==> src/rtl/twos_complement_pkg.sv <==
// Shared constants for the two's-complement negator: FSM encoding and default width.
package twos_complement_pkg;

  localparam int unsigned DEFAULT_WIDTH = 5;
  localparam int unsigned STATE_W       = 2;

  localparam int unsigned ST_IDLE   = 0;
  localparam int unsigned ST_INVERT = 1;
  localparam int unsigned ST_INCR   = 2;

  typedef enum logic [STATE_W-1:0] {
    IDLE   = 2'(ST_IDLE),
    INVERT = 2'(ST_INVERT),
    INCR   = 2'(ST_INCR)
  } state_e;

endpackage

==> src/rtl/twos_comp_incr.sv <==
// Incrementer stage holding the inverted operand; parallel by default, bit-serial
// (one bit per cycle, LSB first) when TWOS_COMP_SERIAL_INCR_EN is defined.
module twos_comp_incr
  import twos_complement_pkg::*;
#(
  parameter int unsigned WIDTH = DEFAULT_WIDTH
) (
  input  logic             clock,
  input  logic             reset,
  input  logic             i_load,
  input  logic [WIDTH-1:0] i_data,
  input  logic             i_en,
  output logic [WIDTH-1:0] o_sum_c,
  output logic             o_last_c
);

  logic [WIDTH-1:0] r_work;

`ifdef TWOS_COMP_SERIAL_INCR_EN
  localparam int unsigned CNT_W = $clog2(WIDTH);

  logic [CNT_W-1:0] r_cnt;
  logic             r_carry;
  logic [WIDTH-1:0] w_work_nxt;

  // Current bit absorbs the carry; the final bit is folded into the result output.
  always_comb begin
    w_work_nxt        = r_work;
    w_work_nxt[r_cnt] = r_work[r_cnt] ^ r_carry;
  end

  always_ff @(posedge clock) begin
    if (reset) begin
      r_work  <= '0;
      r_cnt   <= '0;
      r_carry <= 1'b0;
    end else if (i_load) begin
      r_work  <= i_data;
      r_cnt   <= '0;
      r_carry <= 1'b1;
    end else if (i_en) begin
      r_work  <= w_work_nxt;
      r_carry <= r_carry & r_work[r_cnt];
      r_cnt   <= r_cnt + CNT_W'(1);
    end
  end

  assign o_sum_c  = w_work_nxt;
  assign o_last_c = i_en && (r_cnt == CNT_W'(WIDTH - 1));
`else
  always_ff @(posedge clock) begin
    if (reset) begin
      r_work <= '0;
    end else if (i_load) begin
      r_work <= i_data;
    end
  end

  // Carry-out is dropped: arithmetic wraps modulo 2^WIDTH.
  assign o_sum_c  = r_work + WIDTH'(1);
  assign o_last_c = i_en;
`endif

endmodule

==> src/rtl/twos_complement_mod.sv <==
// Multi-cycle two's-complement negator with pulse handshake (IDLE -> INVERT -> INCR).
// Build option: TWOS_COMP_SERIAL_INCR_EN selects the bit-serial incrementer.
module twos_complement_mod
  import twos_complement_pkg::*;
#(
  parameter int unsigned WIDTH = DEFAULT_WIDTH
) (
  input  logic             clock,
  input  logic             reset,
  input  logic [WIDTH-1:0] in_tog,
  input  logic             in_tog_valid_pulse,
  output logic             mod_busy,
  output logic [WIDTH-1:0] out_tog,
  output logic             out_tog_valid_pulse
);

  state_e           r_state;
  logic [WIDTH-1:0] r_captured;
  logic [WIDTH-1:0] r_out;
  logic             r_valid;
  logic             r_busy;

  state_e           w_state_nxt;
  logic [WIDTH-1:0] w_captured_nxt;
  logic [WIDTH-1:0] w_out_nxt;
  logic             w_valid_nxt;
  logic             w_busy_nxt;
  logic             w_load;
  logic             w_en;
  logic [WIDTH-1:0] w_sum;
  logic             w_last;

  twos_comp_incr #(
    .WIDTH (WIDTH)
  ) u_incr (
    .clock    (clock),
    .reset    (reset),
    .i_load   (w_load),
    .i_data   (~r_captured),
    .i_en     (w_en),
    .o_sum_c  (w_sum),
    .o_last_c (w_last)
  );

  always_ff @(posedge clock) begin
    if (reset) begin
      r_state    <= IDLE;
      r_captured <= '0;
      r_out      <= '0;
      r_valid    <= 1'b0;
      r_busy     <= 1'b0;
    end else begin
      r_state    <= w_state_nxt;
      r_captured <= w_captured_nxt;
      r_out      <= w_out_nxt;
      r_valid    <= w_valid_nxt;
      r_busy     <= w_busy_nxt;
    end
  end

  // Requests are only sampled in IDLE, so a pulse while busy is dropped.
  always_comb begin
    w_state_nxt    = r_state;
    w_captured_nxt = r_captured;
    w_out_nxt      = r_out;
    w_valid_nxt    = 1'b0;
    w_busy_nxt     = r_busy;
    w_load         = 1'b0;
    w_en           = 1'b0;
    case (r_state)
      IDLE: begin
        if (in_tog_valid_pulse) begin
          w_captured_nxt = in_tog;
          w_busy_nxt     = 1'b1;
          w_state_nxt    = INVERT;
        end
      end
      INVERT: begin
        w_load      = 1'b1;
        w_state_nxt = INCR;
      end
      INCR: begin
        w_en = 1'b1;
        if (w_last) begin
          w_out_nxt   = w_sum;
          w_valid_nxt = 1'b1;
          w_busy_nxt  = 1'b0;
          w_state_nxt = IDLE;
        end
      end
      default: w_state_nxt = IDLE;
    endcase
  end

  assign mod_busy            = r_busy;
  assign out_tog             = r_out;
  assign out_tog_valid_pulse = r_valid;

endmodule

==> config.mk <==
export PLATFORM = sky130hd
export DESIGN_NAME = twos_complement_mod
export DESIGN_NICKNAME = d
export VERILOG_FILES = /design/src/rtl/twos_complement_pkg.sv /design/src/rtl/twos_comp_incr.sv /design/src/rtl/twos_complement_mod.sv
export SDC_FILE = /design/constraint.sdc
export NUM_CORES = 1
export LEC_CHECK = 0
export BUFFER_PORTS_ARGS = -buffer_cell sky130_fd_sc_hd__buf_4
export CAP_MARGIN = 20
export CORE_UTILIZATION = 51
export DETAILED_ROUTE_END_ITERATION = 8
export GPL_TIMING_DRIVEN = 1
export PLACE_DENSITY = 0.81
export SYNTH_ARGS = -nofsm -noshare
export SYNTH_HDL_FRONTEND = slang
export SYNTH_SLANG_ARGS = --single-unit
==> constraint.sdc <==
create_clock -name clock -period 1.2 [get_ports clock]
set_input_delay 0.12 -clock clock [delete_from_list [all_inputs] [get_ports clock]]
set_output_delay 0.12 -clock clock [all_outputs]
set_load 0.01 [all_outputs]
Yosys cells after proc, flatten, opt, wreduce, memory -nomap -nowiden
Index checks and enable logic that the tools add are counted.
- register bits: 19
- input bits: 8
- output and inout port bits: 7
- add/subtract/negate cells: 1
- equality and inequality tests: 4
- muxes and demuxes: 9
- bitwise gates (word level): 2
- reductions and logical operators: 7
- operator list (operator ; number):
    one-hot mux 2 bit (3 select lines) ; 1
    AND reduction 2 bit ; 3
    adder 5 x 1 -> 5 bit, second input constant ; 1
    2-to-1 mux 1 bit ; 5
    inverter 5 bit ; 1
    2-to-1 mux 2 bit ; 2
    AND reduction 3 bit ; 1
    == test 2 x 1 -> 1 bit, second input constant ; 1
    == test 2 bit, second input constant ; 1
    zero test 2 bit ; 1
    != test 2 x 1 -> 1 bit, second input constant ; 1
    != test 2 bit, second input constant ; 1
    one-hot mux 1 bit (2 select lines) ; 1
    nonzero test 2 bit ; 1
    OR reduction 2 bit ; 1
    inverter 1 bit ; 1

Longest topological paths before layout
Gate-level depths: netlist of the first run.
- word-level depth: 4
- depth in mapped cells: 4

Modules after synthesis
From an unflattened synthesis of the first run, not the netlist that was laid out.
- cell total of the unflattened synthesis: 88
- area total of the unflattened synthesis: 923.4 µm²
- modules (own cells, without submodules) (module ; times used ; cells each ; area an instance (µm²) ; seq. area each (µm²)):
    twos_complement_mod ; 1 ; 64 ; 683.2 ; 280.3
    twos_comp_incr ; 1 ; 24 ; 240.2 ; 100.1

Worst setup path before layout of the first run
No wires, ideal clock.
- path kind: reg2reg
- from: register r_state[0]
- to: register r_captured[0]
- setup time: 0.128 ns
- arrival time: 0.927 ns
- setup slack: 0.146 ns
- stages on the path, launching flop included: 4
- buffers on the path: 0
- cells stage by stage: dfxtp_1 -> nor3b_4 -> mux2i_1 -> nor2_1
- cells in the longest elaborated chain, start to end: 2
- ends and longest elaborated chain (element ; RTL line ; source):
    start, declared ; twos_complement_mod.sv:17 ; state_e r_state;
    start signal, assigned ; twos_complement_mod.sv:53 ; r_state <= w_state_nxt;
    zero test 2 bit ; twos_complement_mod.sv:70 ; case (r_state)
    AND reduction 2 bit (no line) ; n/a ;
    end signal, assigned ; twos_complement_mod.sv:54 ; r_captured <= w_captured_nxt;
    end, declared ; twos_complement_mod.sv:18 ; logic [WIDTH-1:0] r_captured;
Every way passes these cells.
A chain may end at the register's enable or synchronous reset.

Worst setup path after layout of the first run
- from: register r_state[1]
- to: register r_captured[3]
The elaborated chain is that of the path after synthesis.

==> flow_metrics.py, run 1 <==
metrics = {
    "setup_path": {
        "critPathBufInv": 1,
        "cp_cell_sequence": "nor3b_4, buf_12, mux2i_1, nor2_1",
        "critPathLaunchType": "flop",
        "timing.rr.end": "r_captured[3]",
        "endpoint_kind": "flop",
        "crit_slowest_cell": "dfxtp_2",
        "rrSetupSlack_ns": 0.05,
        "rr_startpoint": "r_state[1]",
        "critPathTopFamily": "flip-flops",
        "reg2reg_depth": 4,
        "worstPathArrival_ns": 1.33,
        "required_ns": 1.38,
        "worstSetupPathType": "reg -> reg",
        "slowest_delay_ns": 0.37,
        "worst-path-max-fanout": 6,
    },
    "clock_tree": {
        "cts-root-buf": "clkbuf_4",
        "cts_buffers": 3,
        "insertion_delay_ns": 0.29,
        "path_clk_slew_ns": 0.10,
        "cts_sinks": 19,
        "cts_tree": "built",
        "h-tree-depth": 1,
        "cts_buffer_depth": 2,
    },
    "logic_synthesis": {
        "synth_fp_nets": 81,
        "yosysSeqAreaShare_pct": 50.6,
        "async_reset_ff_share_pct": 0,
        "synth_edf_count": 0,
        "synth-xor-area-share_pct": 3.49,
        "synth_top_family_by_area": "simple AND/OR/NAND/NOR gates",
        "synth_mux_area_share_pct": 7.99,
        "ys_types": 21,
        "synth_warnings": 0,
        "synthAdderAreaFrac_pct": 1.66,
        "synth_area_per_cell_um2": 10.4,
        "synth-simple-area-share_pct": 18.5,
        "ys.flop_type": "dfxtp_1",
        "synthCells": 72,
        "synth_compound_area_share_pct": 13.6,
        "ys_ff_latch": 19,
        "synth_area_um2": 752,
    },
    "global_routing": {
        "grt_max_degree": 20,
        "grt_overflow": 0,
        "grt_pass1_wl_mm": 1.93,
        "antenna_found_initial": 0,
        "track_usage_pct": 18.7,
        "grt_pass1_vias": 440,
    },
    "drt": {
        "detail-route-antenna-nets": 0,
        "vias": 528,
        "drt_iter0_drc": 10,
        "routed_wirelength_mm": 1.26,
        "drc": 0,
        "post_drt_via_cell_ratio": 5.08,
        "drt_first_pass_iters": 6,
        "wl_per_cell_um": 12.1,
    },
    "worst_hold_path": {
        "worstHoldStart": "in_tog[4]",
        "holdPathEnd": "r_captured[4]",
        "whs_path_depth": 3,
        "hold_class": "in -> reg",
    },
    "floorplanning": {
        "num_rows": 13,
        "core-area_mm2": 0.00133,
        "start_util_pct": 56.4,
        "io_pins": 15,
        "die_h_um": 40.4,
        "die-area_mm2": 0.00163,
        "fp.dieW_um": 40.4,
    },
    "timing": {
        "setup_viol": 0,
        "report.final.slew_viol_count": 0,
        "fin_tns_setup_ns": 0,
        "skew_ns": 0.000884,
        "max-slew-margin-rel_pct": 84.6,
        "tightestPinTransition_ns": 0.231,
        "hold_viol": 0,
        "rsz0062_at_grt": "false",
        "fmax_mhz": 870,
        "min_period_ns": 1.15,
        "fin_crit_sh_pct": 95.7,
        "fin_ws_ns": 0.0512,
    },
    "power_and_ir_drop": {
        "leakagePower_nw": 0.371,
        "peakVddDrop_uv": 800,
        "p_per_area_mw_per_mm2": 1290,
    },
    "place": {
        "place.gp.congestion": 0.670,
        "dp_cells": 99,
        "port_buffers": 14,
        "dp_hpwl_um": 919,
        "dp_worst_setup_slack_ns": -0.00164,
    },
    "status": {
        "outcome": "finished clean",
    },
    "finish": {
        "final_util_pct": 68.8,
        "drive_gt1_share_pct": 36.0,
        "stdcell_count": 104,
        "fin_nets": 99,
        "antenna_cells": 0,
        "synthToLayoutAreaGrowth_pct": 22.0,
    },
    "flow_run": {
        "maxCapViolations": 0,
    },
}
cells in the mapped netlist, drive strengths merged, types with 2 or more instances:
cell	instances	area [µm²]
mux2i	6	60.1
nand3	2	10.0
nor3	2	10.0
dfxtp	19	380
nor2b	2	15.0
inv	2	7.51
nand2	3	11.3
buf	3	20.0
a211oi	7	87.6
a21oi	3	15.0
xor2	2	17.5
nor2	14	52.6
power breakdown:
group	switching (mW)	total [mW]	internal (mW)
clock	0.188	0.317	0.129
combinational	0.0786	0.172	0.0934
sequential	0.0293	0.699	0.669
worst max path at each step:
stage	to	slack [ns]	cells past startpoint	startpoint
after global routing	r_captured[3]	0.006	4	r_state[1]
after CTS	out_tog[4]	0.0009	3	r_state[1]
after detailed placement	r_captured[3]	-0.002	3	r_state[1]
after global placement	r_captured[3]	0.06	3	r_state[0]
after floorplan	r_captured[0]	0.15	3	r_state[0]
final	r_captured[3]	0.05	4	r_state[1]
metrics by stage:
stage | cell area, µm² | hold WS (ns) | total power, mW
after floorplan | 752 | 0.267 | 0.816
final | 917 | 0.0551 | 1.19
after global routing | 917 | 0.0419 | 1.24
after detailed placement | 867 | 0.361 | 0.873
after CTS | 913 | 0.0598 | 1.19
after global placement | 867 | 0.352 | 0.865
routing by layer:
layer	GRT usage, %	wire, µm	vias up
met5	0	0	-
met4	10.0	0	0
met3	5.00	52	0
met2	31.3	611	16
met1	21.2	594	236
li1	-	-	276
registers in the layout, summed over array words and instances (netlist names):
register,flops
out_tog,5
r_captured,5
u_incr.r_work,5
r_state,2
mod_busy,1
out_tog_valid_pulse,1
final cells by class:
cell class	instances	area [µm²]
inverter	2	7.51
timing repair buffer	17	140
clock buffer	4	26.3
fill	109	417
sequential	19	383
tap	15	18.8
multi-input combinational	47	342
placed cells by master, fill, tap and decap left out, drive strengths merged:
cell type / synthesis / layout
mux2i: 6 / 6
or2b: 1 / 1
a21oi: 3 / 3
buf: 3 / 17
nor3b: 1 / 1
a211oi: 7 / 7
clkbuf: 1 / 4
dfxtp: 19 / 19
and2b: 1 / 1
nor2: 14 / 14
nor2b: 2 / 2
nor3: 2 / 2
nand2b: 1 / 1
nand2: 3 / 3
xor2: 2 / 2
inv: 2 / 2
xnor2: 1 / 1
ha: 1 / 1
nand3: 2 / 2
worst min-delay path, delay by kind of cell:
family	cells	cell delay, ns
AND/OR/NAND/NOR	1	0.07
multiplexers	1	0.05
buffers and inverters	1	0.08
repair_timing:
action / in CTS / in global routing
setup buffers: 1 / 0
resized for setup: 0 / 3
hold buffers: 0 / 0
hold endpoints to repair: 0 / 0
endpoints found under the setup margin: 3 / 7
pin swaps: 1 / 0
logic make-up after synthesis:
| family | after synthesis |
|---|---|
| AO/OA/AOI/OAI | 10 |
| XOR/XNOR | 3 |
| adder cells (fa/ha/maj) | 1 |
| buffers and inverters | 6 |
| flip-flops | 19 |
| multiplexers | 6 |
| AND/OR/NAND/NOR | 27 |
(Power assumes the default switching activity.)
==> inputs of run 2 (changes only) <==
- ABC_CLOCK_PERIOD_IN_PS: default -> 1200
- BUFFER_PORTS_ARGS: -buffer_cell sky130_fd_sc_hd__buf_4 -> default
- CORE_UTILIZATION: 51 -> 57
- DONT_BUFFER_PORTS: default -> 1
- PLACE_DENSITY: 0.81 -> 0.78
==> run 2 against run 1 <==
Against the previous run:
- combinational power down 29%
- critical endpoint unchanged
- critical path depth unchanged
- sequential cell count unchanged
- the flow now finishes with violations (negative hold slack)
- final cell count down 14%
- wire length down 13%
- cell area down 12%
- sequential share of layout area up 5.4 points
==> flow_metrics.py, run 2 (synthesis gave the netlist of run 1 again) <==
metrics = {
    "status": {
        "outcome": "finished, violations left",
        "violations": "negative hold slack",
    },
    "power_and_ir_drop": {
        "intPower_mw": 0.865,
        "pwr-share-comb_pct": 10.8,
        "leakagePower_nw": 0.300,
        "peakVddDrop_uv": 970,
        "p_per_area_mw_per_mm2": 1400,
        "swShare_pct": 23.6,
        "power_switching_mw": 0.268,
        "power_mw": 1.13,
        "power_frac_seq_pct": 62.0,
        "clkPwrFrac_pct": 27.2,
    },
    "finish": {
        "final_util_pct": 69.1,
        "layout_commonest_cell": "dfxtp_1",
        "final_cell_mix": "dfxtp_1 (18), nor2_1 (14), a211oi_2 (7)",
        "drive_gt1_share_pct": 22.7,
        "antenna_cells": 0,
        "synthToLayoutAreaGrowth_pct": 7.65,
        "fin_nets": 85,
    },
    "worst_hold_path": {
        "hold_class": "in -> reg",
    },
    "timing": {
        "fin_tns_setup_ns": 0,
        "fin_crit_sh_pct": 91.9,
        "min_period_ns": 1.10,
        "report.final.slew_viol_count": 0,
        "setup_viol": 0,
        "tightestPinTransition_ns": 0.213,
        "hold_viol": 19,
        "skew_ns": 0.00246,
        "rsz0062_at_grt": "false",
        "max-slew-margin-rel_pct": 85.8,
        "fmax_mhz": 907,
        "hold_slack_ns": -0.120,
    },
    "clock_tree": {
        "cts_sinks": 19,
        "h-tree-depth": 1,
        "cts_tree": "built",
        "path_clk_slew_ns": 0.10,
        "cts-root-buf": "clkbuf_4",
        "insertion_delay_ns": 0.29,
        "cts_buffer_depth": 2,
        "cts_buffers": 3,
    },
    "floorplanning": {
        "fp.dieW_um": 38.3,
        "start_util_pct": 64.2,
        "io_pins": 15,
        "die_h_um": 38.3,
        "core-area_mm2": 0.00117,
        "num_rows": 12,
        "die-area_mm2": 0.00147,
    },
    "setup_path": {
        "worst-path-max-fanout": 6,
        "required_ns": 1.39,
        "critPathLaunchType": "flop",
        "worstSetupPathType": "reg -> reg",
        "endpoint_kind": "flop",
        "worstPathArrival_ns": 1.29,
    },
    "drt": {
        "vias": 468,
        "post_drt_via_cell_ratio": 5.26,
        "drc": 0,
        "drt_first_pass_iters": 4,
        "drt_iter0_drc": 2,
        "detail-route-antenna-nets": 0,
        "routed_wirelength_mm": 1.09,
        "wl_per_cell_um": 12.2,
    },
    "global_routing": {
        "grt_max_degree": 20,
        "grt_overflow": 0,
        "track_usage_pct": 18.0,
        "antenna_found_initial": 0,
        "grt_pass1_wl_mm": 1.70,
        "grt_pass1_vias": 395,
    },
    "place": {
        "place.gp.congestion": 0.704,
        "port_buffers": 0,
        "dp_hpwl_um": 759,
    },
    "flow_run": {
        "maxCapViolations": 0,
    },
}
[run 2: final cells by class]
class                           instances  area [µm²]
Tap cell                               14        17.5
Fill cell                              93         362
Sequential cell                        19         382
Timing Repair Buffer                    3        35.0
Multi-Input combinational cell         47         342
Clock buffer                            4        26.3
Inverter                                2        7.51
[run 2: final timing paths]
| kind | end | cells past startpoint | startpoint | slack, ns |
|---|---|---|---|---|
| max | r_captured[3] | 4 | r_state[1] | 0.1 |
| min | r_state[0] | 1 | reset | -0.12 |
| max reg2reg | r_captured[3] | 4 | r_state[1] | 0.1 |
| min reg2reg | u_incr.r_work[1] | 1 | r_captured[1] | 0.45 |
[run 2: layer usage]
metal,track usage [%],wire [µm]
met1,22.5,564
met2,24.6,476
met3,6.98,41
met4,13.4,8
met5,0,0
[run 2: power groups by stage]
| stage | combinational (mW) | clock, mW | sequential [mW] |
|---|---|---|---|
| 2_1_floorplan | 0.104 | 0 | 0.712 |
| 3_5_place_dp | 0.110 | 0 | 0.717 |
| 4_1_cts | 0.111 | 0.324 | 0.703 |
| 5_1_grt | 0.133 | 0.361 | 0.708 |
| 3_3_place_gp | 0.107 | 0 | 0.716 |
| 6_report | 0.122 | 0.308 | 0.703 |
[run 2: through the flow]
step / setup WS [ns] / cell area [µm²] / std cells
5_1_grt: 0.0235 / 810 / 89
4_1_cts: 0.0185 / 787 / 88
2_1_floorplan: 0.146 / 752 / 72
6_report: 0.0977 / 810 / 89
3_5_place_dp: 0.0371 / 761 / 84
3_3_place_gp: 0.0687 / 761 / 84
[run 2: critical path, stage by stage, from the launching register on]
cell,delay [ns]
dfxtp_1,0.38
nor3b_4,0.24
buf_12,0.15
mux2i_1,0.19
nor2_1,0.05
[run 2: timing repair]
action	4_1_cts	5_1_grt
resized for setup	0	2
hold endpoints to repair	19	19
setup endpoints to repair	0	10
setup buffers	0	1
==> inputs of run 3 (changes only) <==
- CORE_AREA: default -> 2 2 39 41
- CORE_UTILIZATION: 57 -> default
- CTS_BUF_LIST: default -> sky130_fd_sc_hd__clkbuf_4 sky130_fd_sc_hd__clkbuf_8
- DIE_AREA: default -> 0 0 41 43
==> run 3 against run 2 <==
Against the previous run:
- the run still ends with negative hold slack left
- power up 2.2%
- clock skew up 0.0019 ns
- count of clock-buffer cells in the layout unchanged
- sequential power about the same
- maximum frequency down 0.66%
- critical path depth unchanged
- sequential share of layout area down 1.5 points
- first-iteration DRC count rose to 6.0 times the previous value
- non-clock buffer count up 1
- register-to-register slack about the same
- hold slack better by 0.0086 ns
- final cell count up 3.4%
- critical endpoint is now out_tog[4]
==> flow_metrics.py, run 3 (synthesis gave the netlist of run 1 again) <==
metrics = {
    "status": {
        "outcome": "finished, violations left",
        "violations": "negative hold slack",
    },
    "place": {
        "port_buffers": 0,
        "place.gp.congestion": 0.744,
        "dp_worst_setup_slack_ns": 0.0410,
        "dp_hpwl_um": 793,
    },
    "worst_hold_path": {
        "hold_class": "in -> reg",
        "whs_path_depth": 1,
    },
    "setup_path": {
        "slowest_delay_ns": 0.38,
        "endpoint_kind": "flop",
        "worstSetupPathType": "reg -> reg",
        "cp_cell_sequence": "ha_1, nand3_1, xor2_1, a211oi_2",
        "critPathBufInv": 0,
        "worstPathArrival_ns": 1.32,
        "crit_slowest_cell": "dfxtp_1",
        "worst-path-max-fanout": 3,
        "critPathTopFamily": "flip-flops",
        "required_ns": 1.41,
        "critPathLaunchType": "flop",
        "reg2reg_depth": 4,
        "path_depth": 4,
    },
    "timing": {
        "setup_viol": 0,
        "max-slew-margin-rel_pct": 84.1,
        "report.final.slew_viol_count": 0,
        "fin_crit_sh_pct": 92.5,
        "tightestPinTransition_ns": 0.238,
        "skew_ns": 0.00441,
        "fmax_mhz": 901,
        "min_period_ns": 1.11,
        "fin_ws_ns": 0.0904,
        "fin_tns_setup_ns": 0,
        "hold_viol": 19,
        "rsz0062_at_grt": "false",
        "hold_slack_ns": -0.111,
    },
    "clock_tree": {
        "cts_buffer_depth": 2,
        "path_clk_slew_ns": 0.10,
        "cts_buffers": 3,
        "h-tree-depth": 1,
        "cts_sinks": 19,
        "cts-root-buf": "clkbuf_4",
        "cts_tree": "built",
        "insertion_delay_ns": 0.28,
    },
    "floorplanning": {
        "fp.dieW_um": 41,
        "die_h_um": 43,
        "die-area_mm2": 0.00176,
        "num_rows": 14,
        "start_util_pct": 54.3,
        "io_pins": 15,
        "core-area_mm2": 0.00138,
    },
    "finish": {
        "drive_gt1_share_pct": 25.0,
        "fin_nets": 86,
        "synthToLayoutAreaGrowth_pct": 11.1,
        "layout_commonest_cell": "dfxtp_1",
        "final_cell_mix": "dfxtp_1 (18), nor2_1 (14), a211oi_2 (7)",
        "antenna_cells": 0,
    },
    "drt": {
        "drc": 0,
        "post_drt_via_cell_ratio": 5.11,
        "drt_iter0_drc": 12,
        "vias": 470,
        "routed_wirelength_mm": 1.08,
        "detail-route-antenna-nets": 0,
        "wl_per_cell_um": 11.7,
        "drt_first_pass_iters": 4,
    },
    "global_routing": {
        "grt_max_degree": 20,
        "grt_overflow": 0,
        "grt_pass1_vias": 414,
        "track_usage_pct": 13.6,
        "antenna_found_initial": 0,
        "grt_pass1_wl_mm": 1.68,
    },
    "power_and_ir_drop": {
        "p_per_area_mw_per_mm2": 1380,
        "leakagePower_nw": 0.312,
        "power_mw": 1.16,
        "peakVddDrop_uv": 999,
    },
    "flow_run": {
        "maxCapViolations": 0,
    },
}
==> run 3: cell count changes in the layout (fill, tap and decap cells not counted) <==
cell      change
clkbuf_1      -1
clkbuf_4      +1
buf_12        +1
==> run 3: power breakdown <==
group	total, mW	internal (mW)	switching [mW]
Combinational	0.128	0.0737	0.0544
Sequential	0.703	0.669	0.0344
Clock	0.326	0.151	0.174
Total	1.16	0.894	0.263
==> run 3: area by class of cell <==
cell class	count	area (µm²)
sequential	19	382
multi-input combinational	47	342
inverter	2	7.51
clock buffer	4	30.0
fill	122	548
timing repair buffer	4	55.1
tap	16	20.0
==> run 3: per-stage QoR <==
stage / area [µm²] / hold WS (ns) / util (%) / cells
2_1_floorplan: 752 / 0.267 / - / 72
3_3_place_gp: 783 / 0.188 / 56.6 / 87
3_5_place_dp: 783 / 0.188 / 56.6 / 87
4_1_cts: 813 / -0.126 / 58.8 / 91
5_1_grt: 836 / -0.135 / 60.4 / 92
6_report: 836 / -0.111 / 60.4 / 92
==> run 3: path summary, 6_finish.rpt <==
check / to / slack (ns) / from
hold reg to reg: u_incr.r_work[2] / 0.45 / r_captured[2]
hold / removal: out_tog[3] / -0.11 / reset
setup / recovery: out_tog[4] / 0.09 / u_incr.r_work[1]
setup reg to reg: out_tog[4] / 0.09 / u_incr.r_work[1]
==> run 3: routing by layer <==
metal,up-vias,global-route usage (%),share of wire (%)
met2,10,20.0,47
met3,0,3.66,4.0
met1,212,18.9,49
met4,0,4.00,0
li1,248,-,-
met5,-,0,0
==> run 3: timing repair <==
item | in CTS | in global routing
endpoints found under the setup margin | 0 | 9
resized for setup | 0 | 2
setup buffers | 0 | 1
endpoints found under the hold margin | 19 | 19
